**src/rtl/counter_trig_decoder_pkg.sv**
```systemverilog
// Shared types and helpers for the trigger-bus count decoder.
// Pure declarations, no logic latency.
// Not applicable: no handshake, only a state enum and a pattern function.
package counter_trig_pkg;

  // Widest counter the pattern helper supports; callers cast down to WIDTH.
  localparam int unsigned TRIG_MAX_W = 32;

  typedef enum logic {
    SEARCH = 1'b0,
    LOCKED = 1'b1
  } state_t;

  // Bits that fall 1->0 when a counter steps from m: the trailing ones of m.
  // Stepping from all-ones gives all-ones, because m+1 carries out of the top.
  function automatic logic [TRIG_MAX_W-1:0] exp_trig(input logic [TRIG_MAX_W-1:0] m);
    return m & ~(m + TRIG_MAX_W'(1));
  endfunction

endpackage

```
**src/rtl/counter_trig_decoder_sat_counter.sv**
```systemverilog
// Saturating event counter with synchronous clear; clear is applied before increment.
// Latency: count reflects inc/clr one clock after the sampling edge.
// No backpressure: an increment at all-ones is silently absorbed.
module sat_counter #(
  parameter int WIDTH = 16
) (
  input  logic             clk,
  input  logic             rst,
  input  logic             inc,
  input  logic             clr,
  output logic [WIDTH-1:0] cnt
);

  logic [WIDTH-1:0] base;

  // Clear first so a simultaneous clear and event leaves exactly one count.
  always_comb begin
    base = clr ? '0 : cnt;
  end

  // Increment from the (possibly cleared) base, stopping at all-ones.
  always_ff @(posedge clk or posedge rst) begin
    if (rst) begin
      cnt <= '0;
    end else if (inc && (base != '1)) begin
      cnt <= base + WIDTH'(1);
    end else begin
      cnt <= base;
    end
  end

endmodule

```
**src/rtl/counter_trig_decoder.sv**
```systemverilog
// Rebuilds a remote counter's value from its per-bit falling-edge triggers and checks every step.
// Latency: once locked, count trails the remote counter by exactly one clk; err pulses the cycle after a bad sample.
// No backpressure: a pure observer that samples trig_in/n_en every cycle.
module counter_trig_decoder
  import counter_trig_pkg::*;
#(
  parameter int WIDTH         = 4,
  parameter int ERR_CNT_WIDTH = 16
) (
  input  logic                     clk,
  input  logic                     rst,
  input  logic                     n_en,
  input  logic [WIDTH-1:0]         trig_in,
  input  logic                     clr_err,
  output logic [WIDTH-1:0]         count,
  output logic                     locked,
  output logic                     err,
  output logic                     err_sticky,
  output logic [ERR_CNT_WIDTH-1:0] err_cnt
);

  state_t           state;
  logic             step_d;
  logic [WIDTH-1:0] exp_pat;
  logic             step_ok;
  logic             idle_ok;
  logic             sync_hit;
  logic             err_det;

  // Classify the current sample: good step, good idle, wrap sync, or a mismatch while locked.
  always_comb begin
    exp_pat  = WIDTH'(exp_trig(TRIG_MAX_W'(count)));
    step_ok  = step_d && (trig_in == exp_pat);
    idle_ok  = !step_d && (trig_in == '0);
    sync_hit = step_d && (trig_in == '1);
    err_det  = (state == LOCKED) && !(step_ok || idle_ok);
  end

  // Lock FSM, count reconstruction and error flags; step_d lines n_en up with the counter's registered triggers.
  always_ff @(posedge clk or posedge rst) begin
    if (rst) begin
      state      <= SEARCH;
      step_d     <= 1'b0;
      count      <= '0;
      err        <= 1'b0;
      err_sticky <= 1'b0;
    end else begin
      step_d     <= ~n_en;
      err        <= err_det;
      err_sticky <= err_det | (err_sticky & ~clr_err);
      case (state)
        SEARCH: begin
          // A wrap is the only sample that pins the count unambiguously.
          if (sync_hit) begin
            count <= '0;
            state <= LOCKED;
          end
        end
        LOCKED: begin
          if (step_ok) begin
            count <= count + WIDTH'(1);
          end else if (err_det) begin
            state <= SEARCH;
          end
        end
        default: state <= SEARCH;
      endcase
    end
  end

  assign locked = (state == LOCKED);

  sat_counter #(
    .WIDTH(ERR_CNT_WIDTH)
  ) u_err_cnt (
    .clk (clk),
    .rst (rst),
    .inc (err_det),
    .clr (clr_err),
    .cnt (err_cnt)
  );

endmodule

```
**config.mk**
```make
export PLATFORM = sky130hd
export DESIGN_NAME = counter_trig_decoder
export DESIGN_NICKNAME = d
export VERILOG_FILES = /design/src/rtl/counter_trig_decoder_pkg.sv /design/src/rtl/counter_trig_decoder_sat_counter.sv /design/src/rtl/counter_trig_decoder.sv
export SDC_FILE = /design/constraint.sdc
export NUM_CORES = 1
export LEC_CHECK = 0
export ABC_AREA = 1
export ABC_CLOCK_PERIOD_IN_PS = 1600
export CORE_MARGIN = 5
export CORE_UTILIZATION = 41
export CTS_CLUSTER_SIZE = 14
export DETAILED_ROUTE_END_ITERATION = 8
export PLACE_DENSITY = 0.74
export SLEW_MARGIN = 20
export SYNTH_ARGS = -nofsm -noshare
export SYNTH_HDL_FRONTEND = slang
export SYNTH_SLANG_ARGS = --single-unit
```
**constraint.sdc**
```tcl
create_clock -name clk -period 1.6 [get_ports clk]
set_input_delay 0.16 -clock clk [delete_from_list [all_inputs] [get_ports clk]]
set_output_delay 0.16 -clock clk [all_outputs]
set_load 0.02 [all_outputs]
```
-- Word level (Yosys, flattened, before mapping)
Cells that the tools add are included.
- ROM bits: 0
- register bits: 24
- latch bits: 0
- input bits: 8
- logic and storage cells: 40
- bits in writable memories: 0
- memories kept: 0
- output and inout port bits: 23
- $mul: 0
- bitwise gates (word level): 7
- magnitude comparators: 0
- equal/unequal tests: 5
- reductions and logical operators: 10
- $add $sub $neg: 3
- shift operators: 0
- mux-type cells: 9
- div/mod/pow operators: 0
- operators with widths (kind ; number):
    16-bit 2-to-1 mux ; 2
    16-bit by 1-bit adder with 16-bit output (second input constant) ; 1
    16-bit != test (second input constant) ; 1
    4-bit by 1-bit adder with 4-bit output (second input constant) ; 2
    4-bit 2-to-1 mux ; 2
    4-bit one-hot mux with 2 select lines ; 1
    1-bit logical AND ; 5
    4-bit AND ; 1
    4-bit equality test ; 1
    4-bit equality test (second input constant) ; 1
    4-bit zero test ; 1
    4-bit NOT ; 1
    1-bit 2-to-1 mux ; 3
    1-bit NOT ; 3
    1-bit zero test ; 2
    2-bit by 1-bit != test with 1-bit output (second input constant) ; 1
    2-bit != test (second input constant) ; 1
    1-bit one-hot mux with 2 select lines ; 1
    2-bit AND reduction ; 1
    1-bit AND ; 1
    1-bit logical OR ; 1
    1-bit OR ; 1

-- Longest topological paths before layout
Gate-level depths: netlist (run 1).
- depth after elaboration: 11
- mapped depth: 16
- depth with buffers taken out: 12

-- Hierarchy
Synthesis (run 1) repeated with hierarchy kept, for this count alone.
- cells, all modules: 258
- area, all modules: 1789.2 µm²
- by module, submodules not included (module ; cells an instance ; area an instance (µm²) ; sequential area each (µm²) ; times used):
    sat_counter ; 186 ; 1244.9 ; 400.4 ; 1
    counter_trig_decoder ; 72 ; 544.3 ; 200.2 ; 1

-- Worst setup path after synthesis (run 1)
No wires, ideal clock.
- kind: input port to flip-flop
- start: input port clr_err
- end: register u_err_cnt.cnt[14]
- setup slack: -305 ps
- stages on the path: 15
- arrival time: 1788 ps
- path buffers: 4
- library setup time: 116 ps
- data required time: 1484 ps
- path through: buf_6 -> clkinv_4 -> buf_12 -> buf_4 -> nand2_1 -> inv_1 -> ha_1 -> nand2_1 -> nor2_4 -> nand2_1 -> nor2_2 -> nor2_4 -> buf_6 -> nand2_1 -> nand2_1
- longest elaborated chain between the ends: 4
- ends and longest elaborated chain (what ; RTL line ; RTL):
    from (decl) ; counter_trig_decoder.sv:14 ; input logic clr_err,
    16-bit 2-to-1 mux (*) ; counter_trig_decoder_sat_counter.sv:18 ; base = clr ? '0 : cnt;
    parallel branches: the longest is 2 deep, another holds 16-bit by 1-bit adder with 16-bit output ; n/a ;
    16-bit 2-to-1 mux (*) ; counter_trig_decoder_sat_counter.sv:25 ; end else if (inc && (base != '1)) begin
    to (signal assigned) ; counter_trig_decoder_sat_counter.sv:26 ; cnt <= base + WIDTH'(1);
    to (signal assigned) ; counter_trig_decoder_sat_counter.sv:28 ; cnt <= base;
    to (decl) ; counter_trig_decoder_sat_counter.sv:11 ; output logic [WIDTH-1:0] cnt
Every way passes the cells marked *.
A chain may end at the register's enable or synchronous reset.

-- Worst setup path after layout (run 1)
- start: input port clr_err
- end: register u_err_cnt.cnt[10]
The elaborated chain is that of the path after synthesis.

==> impl_metrics.py, run 1 <==
metrics = {
    "run_status": {
        "outcome": "complete, but fails checks",
        "violations": "setup timing",
    },
    "logic_synthesis": {
        "synth-seq-cells": 24,
        "post_synth_num_cell_types": 24,
        "synth_area_sq_um": 1800,
        "synth_fp_nets": 268,
        "avgSynthCellArea_sq_um": 7.04,
        "syn_inst": 255,
        "yosysWarnings": 0,
        "yosysSeqAreaShare": 0.334,
    },
    "route": {
        "vias_per_cell": 4.80,
        "drc": 0,
        "drtPass1Iterations": 4,
        "num_vias": 1811,
        "antenna_left": 0,
        "first_iter_violations": 94,
        "wirelength_mm": 4.75,
        "wl_per_cell_um": 12.6,
    },
    "sta": {
        "finalSetupViolCount": 16,
        "relSlewSlack": 0.756,
        "skew_ns": 0.00311,
        "period_needed_ns": 1.69,
        "hold_viol_final": 0,
        "slew_violations": 0,
        "setup_slack_ns": -0.0883,
        "fmax_mhz": 592,
        "worst_pin_slew_ns": 0.365,
        "rsz0062_at_grt": "true",
        "fin_crit_sh": 1.06,
        "fin_setup_tns_ns": -1.05,
    },
    "die": {
        "die_w_um": 76.2,
        "rows": 24,
        "start_util": 0.418,
        "ios": 31,
        "dieArea_sq_um": 5800,
        "core_sq_um": 4290,
        "die_h_um": 76.2,
    },
    "run": {
        "cap_violations": 0,
    },
    "hold_path": {
        "min_path_type": "input pin to asynchronous set/reset pin",
    },
    "clocking": {
        "cts_made_buffers": 3,
        "cts_tree": "done",
        "cts_root_buf": "clkbuf_8",
        "ctsHtreeMaxLevel": 1,
        "cts.path.max_buffers": 2,
        "clk_latency_ns": 0.27,
        "hold_buffers": 0,
        "clk_pin_slew_ns": 0.09,
        "clock-sinks": 24,
    },
    "global_route": {
        "first_global_vias": 1694,
        "grtUsageTotal": 0.160,
        "grt_pass1_wl_mm": 7.76,
        "grt_max_degree": 25,
        "antenna_found_initial": 0,
        "grt_overflow": 0,
    },
    "pwr": {
        "p_leak_nw": 1.37,
        "power.density_nw_per_um2": 733,
        "total_power_mw": 1.94,
        "irDropWorstVdd_uv": 371,
    },
    "critical_path": {
        "end_kind": "register",
        "worstPathRequired_ns": 1.77,
        "crit_type": "input pin to register",
        "critPathArrivalTime_ns": 1.86,
        "startpoint_type": "input pin",
        "worstRegToRegCells": 12,
        "r2r-start": "count[0]",
        "rrSetupSlack_ns": -0.07,
        "crit_fanout": 5,
        "reg2reg_to": "u_err_cnt.cnt[13]",
    },
    "final_layout": {
        "fin_nets": 339,
        "final_common_cell": "nand2_1",
        "seq_area_sq_um": 606,
        "final_cell_mix": "80 x nand2_1, 37 x buf_4, 30 x inv_1",
        "multi_input_area_sq_um": 1160,
        "drive_gt1_frac": 0.335,
        "fillers": 375,
        "diodes": 0,
        "area_delta_synth_final_pct": 47.5,
    },
    "placement": {
        "hpwl_mm": 3.44,
        "gp_congestion": 0.861,
        "io_buffers": 30,
    },
}
==> how the worst max path moves through the flow <==
stage | slack (ns) | cells past startpoint | end | start
floorplan | -0.1 | 12 | u_err_cnt.cnt[1] | count[1]
global placement | -0.34 | 12 | u_err_cnt.cnt[14] | clr_err
detailed placement | -0.36 | 12 | u_err_cnt.cnt[14] | clr_err
CTS | -0.06 | 11 | u_err_cnt.cnt[9] | count[1]
global route | -0.19 | 14 | u_err_cnt.cnt[10] | clr_err
finish | -0.09 | 14 | u_err_cnt.cnt[10] | clr_err
==> Yosys cell counts <==
master    instances  share of area
nor2_4            5          0.031
nor2_1           24          0.050
nand2_1          95           0.20
buf_12            2          0.022
inv_1            32          0.067
nand4_1           6          0.021
buf_6             2          0.013
nand3_4           2          0.020
buf_4             1         0.0042
xnor2_1           2         0.0098
dfrtp_1          24           0.33
nand3_1          18          0.050
and3_1            1         0.0035
nor2_2            5          0.017
o21ai_0           4          0.011
inv_2             1         0.0021
nand2_4           2          0.013
nand3_2           2          0.011
ha_1              5          0.035
nand3b_1          1         0.0042
xor2_1            6          0.029
nand2_2          13          0.045
nor3_1            1         0.0028
clkinv_4          1         0.0049
==> report_power, final <==
| part | switching (mW) | total (mW) | internal, mW | leakage, nW |
|---|---|---|---|---|
| clock network | 0.212 | 0.390 | 0.179 | 0.0228 |
| logic | 0.446 | 0.814 | 0.368 | 1.03 |
| registers | 0.0675 | 0.737 | 0.669 | 0.323 |
| total | 0.725 | 1.94 | 1.22 | 1.37 |
==> critical path: stages <==
cell and delay [ns]:
clkdlybuf4s50_1 0.40, buf_4 0.17, clkinv_8 0.06, buf_4 0.13, nand2_2 0.08, buf_4 0.15, inv_1 0.08, nand2_1 0.05
nor2_1 0.20, nand3_1 0.12, nand2_1 0.09, nand2_1 0.05, nand2_1 0.06, nand2_2 0.04
==> per-layer routing <==
| metal | wire length (um) | up-vias | GRT usage | part of all wire |
|---|---|---|---|---|
| met5 | 0 | - | 0 | 0 |
| met4 | 78 | 0 | 0.0612 | 0.016 |
| met2 | 2380 | 46 | 0.271 | 0.50 |
| met3 | 248 | 9 | 0.0225 | 0.052 |
| li1 | - | 928 | - | - |
| met1 | 2040 | 828 | 0.206 | 0.43 |
==> through the flow <==
stage / cell area (sq um) / hold WS, ns / std cells / util / worst slack (ns)
3_3_place_gp: 2450 / 0.470 / 367 / 0.570 / -0.342
5_1_grt: 2650 / 0.247 / 377 / 0.617 / -0.186
4_1_cts: 2560 / 0.236 / 374 / 0.596 / -0.0631
6_report: 2650 / 0.229 / 377 / 0.617 / -0.0883
3_5_place_dp: 2450 / 0.471 / 367 / 0.570 / -0.363
2_1_floorplan: 1900 / 0.174 / 255 / - / -0.0989
==> layout make-up <==
class,instances,share of cell area
Multi-Input combinational cell,193,0.438
Timing Repair Buffer,70,0.238
Sequential cell,24,0.229
Inverter,34,0.0538
Tap cell,52,0.0246
Clock buffer,4,0.0170
==> what timing repair did <==
action | 4_1_cts | 5_1_grt
resized for setup | 5 | 25
gates cloned | 1 | 0
pin swaps | 8 | 8
setup endpoints to repair | 20 | 26
setup buffers | 2 | 5
==> registers in the layout (all words and copies together), names as in the netlist <==
signal / cells
count: 4
u_err_cnt.cnt: 16
err_sticky: 1
err: 1
step_d: 1
locked: 1
==> cells by family after synthesis <==
family          count (synthesis)  share of synthesized area
buf+inv                        39                      0.113
flops                          24                      0.334
compound gates                  4                     0.0112
xor+xnor                        8                     0.0390
fa+ha+maj                       5                     0.0348
simple gates                  175                      0.468
No activity file was read; power rests on OpenSTA's default activity.
==> inputs of run 2 (changes only) <==
PLACE_DENSITY = 0.67   (was 0.74)
RECOVER_POWER = 100   (was unset)
==> run 2 against run 1 <==
  * The flow still finishes with violations (setup timing)
  * Worst setup slack improved by 0.027 ns
  * Critical path depth shrank 2
  * Critical endpoint is now u_err_cnt.cnt[15]
  * Cell area grew 1.6%
  * Die area unchanged
==> impl_metrics.py, run 2 (synthesis results as in run 1) <==
metrics = {
    "critical_path": {
        "worstPathCellList": "ha_4 -> ha_4 -> inv_2 -> nand2_2 -> nand3_2 -> nor2_2 -> nand2_2 -> nand2_4 -> nor2_4 -> buf_12 -> nand2_1 -> nand2_1",
        "crit_fanout": 15,
        "rrSetupSlack_ns": -0.06,
        "startpoint_type": "register",
        "crit_type": "register to register",
        "critPathMaxStageDelay_ns": 0.46,
        "end_kind": "register",
        "cp_slowest_cell": "dfrtp_2",
        "worstPathRequired_ns": 1.82,
        "critPathArrivalTime_ns": 1.88,
    },
    "sta": {
        "setup_slack_ns": -0.0614,
        "period_needed_ns": 1.66,
        "slew_violations": 0,
        "skew_ns": 0.00597,
        "finalSetupViolCount": 16,
        "hold_ws_ns": 0.460,
        "rsz0062_at_grt": "true",
        "worst_pin_slew_ns": 0.608,
        "fmax_mhz": 602,
        "fin_crit_sh": 1.04,
        "hold_viol_final": 0,
        "relSlewSlack": 0.595,
    },
    "die": {
        "die_h_um": 76.2,
        "start_util": 0.418,
        "core_sq_um": 4290,
        "dieArea_sq_um": 5800,
        "die_w_um": 76.2,
        "rows": 24,
        "ios": 31,
    },
    "final_layout": {
        "fin_cells": 380,
        "final_cell_mix": "82 x nand2_1, 37 x buf_4, 29 x inv_1",
        "fillers": 396,
        "diodes": 0,
        "largest_register": "u_err_cnt.cnt",
        "largest_reg_flops": 16,
        "design_area_sq_um": 2690,
        "reg_top3": "u_err_cnt.cnt (16), count (4)",
        "final_common_cell": "nand2_1",
        "drive_gt1_frac": 0.348,
        "fin_nets": 342,
        "area_delta_synth_final_pct": 49.8,
    },
    "route": {
        "drc": 0,
        "num_vias": 1813,
        "wl_per_cell_um": 12.5,
        "first_iter_violations": 98,
        "drtPass1Iterations": 4,
        "vias_per_cell": 4.77,
        "antenna_left": 0,
        "wirelength_mm": 4.75,
    },
    "placement": {
        "placedCellCount": 369,
        "gp_congestion": 0.799,
        "io_buffers": 30,
        "placed_cell_area_sq_um": 2460,
        "hpwl_mm": 3.53,
    },
    "run_status": {
        "violations": "setup timing",
        "outcome": "complete, but fails checks",
    },
    "pwr": {
        "total_power_mw": 2.05,
        "p_comb_frac": 0.427,
        "swShare": 0.361,
        "power.density_nw_per_um2": 760,
        "pwr-share-clk": 0.214,
        "p_sw_mw": 0.738,
        "p_leak_nw": 1.37,
        "power.internal_mw": 1.31,
        "irDropWorstVdd_uv": 619,
        "pwr-share-seq": 0.359,
    },
    "global_route": {
        "grt_pass1_wl_mm": 7.67,
        "grt_max_degree": 25,
        "grtUsageTotal": 0.156,
        "antenna_found_initial": 0,
        "first_global_vias": 1700,
        "grt_overflow": 0,
    },
    "clocking": {
        "cts_tree": "done",
        "clock-sinks": 24,
        "hold_buffers": 0,
        "cts.path.max_buffers": 2,
        "clk_latency_ns": 0.28,
        "cts_made_buffers": 3,
        "ctsHtreeMaxLevel": 1,
        "cts_root_buf": "clkbuf_8",
        "clk_pin_slew_ns": 0.10,
    },
    "run": {
        "cap_violations": 0,
    },
    "hold_path": {
        "min_path_type": "input pin to asynchronous set/reset pin",
    },
}
-- run 2: changes by cell type in the layout (fill, tap and decap cells not counted), moves of 2 or more --
| cell | change |
|---|---|
| buf_12 | +2 |
| clkdlybuf4s50_1 | -8 |
| dlygate4sd2_1 | +2 |
| dlygate4sd3_1 | +8 |
| dlymetal6s2s_1 | -3 |
| nand2_1 | +2 |
| nand2_2 | -2 |
| nor2_1 | -3 |
| nor2_2 | +5 |
| nor2_4 | -2 |
-- run 2: final cells by class --
type / instances / area [sq um] / area share
tap: 52 / 65.1 / 0.0242
inverter: 34 / 145 / 0.0540
sequential: 24 / 606 / 0.225
clock buffer: 4 / 55.1 / 0.0205
timing repair buffer: 74 / 676 / 0.251
multi-input combinational: 192 / 1140 / 0.425
-- run 2: power by group through the flow --
stage / clock [mW] / combinational, mW / sequential (mW)
5_1_grt: 0.466 / 0.930 / 0.741
3_3_place_gp: 0 / 0.661 / 0.742
6_report: 0.439 / 0.873 / 0.734
3_5_place_dp: 0 / 0.667 / 0.743
2_1_floorplan: 0 / 0.351 / 0.820
4_1_cts: 0.437 / 0.769 / 0.731
-- run 2: layer usage --
layer / global-route usage / share of wire
met5: 0 / 0
met4: 0.0262 / 0.023
met3: 0.0248 / 0.049
met2: 0.282 / 0.51
met1: 0.197 / 0.41
-- run 2: what timing repair did --
action	in CTS	in global routing
gates resized for setup	6	24
pin swaps	4	12
cloned	0	1
buffers inserted	3	5
endpoints found under the setup margin	18	24
-- run 2: per-stage QoR --
stage | setup slack [ns] | util | setup TNS [ns]
after floorplan | -0.0989 | - | -1.19
after global placement | -0.352 | 0.573 | -5.43
after detailed placement | -0.396 | 0.573 | -5.86
after CTS | -0.0732 | 0.599 | -1.06
after global routing | -0.148 | 0.626 | -2.36
final | -0.0614 | 0.626 | -0.724
-- run 2: path summary, 6_finish.rpt --
| check | to | depth (start not counted) | start |
|---|---|---|---|
| hold / removal | count[2] | 3 | rst |
| setup reg to reg | u_err_cnt.cnt[15] | 12 | count[0] |
| setup / recovery | u_err_cnt.cnt[15] | 12 | count[0] |
| min in group clk | step_d | 2 | n_en |
| max in group asynchronous | count[1] | 3 | rst |
| hold reg to reg | err_sticky | 2 | err_sticky |
-- run 2: critical path, delay by kind of cell (launching register included) --
| family | cells | cell delay (ns) |
|---|---|---|
| AND/OR/NAND/NOR | 8 | 0.60 |
| flip-flops | 1 | 0.46 |
| buffers and inverters | 2 | 0.19 |
| adder cells (fa/ha/maj) | 2 | 0.34 |
==> inputs of run 3 (changes only) <==
CAP_MARGIN = 5   (was unset)
==> results of run 3 <==
No change in the layout: final DEF, timing and power equal those of run 2.
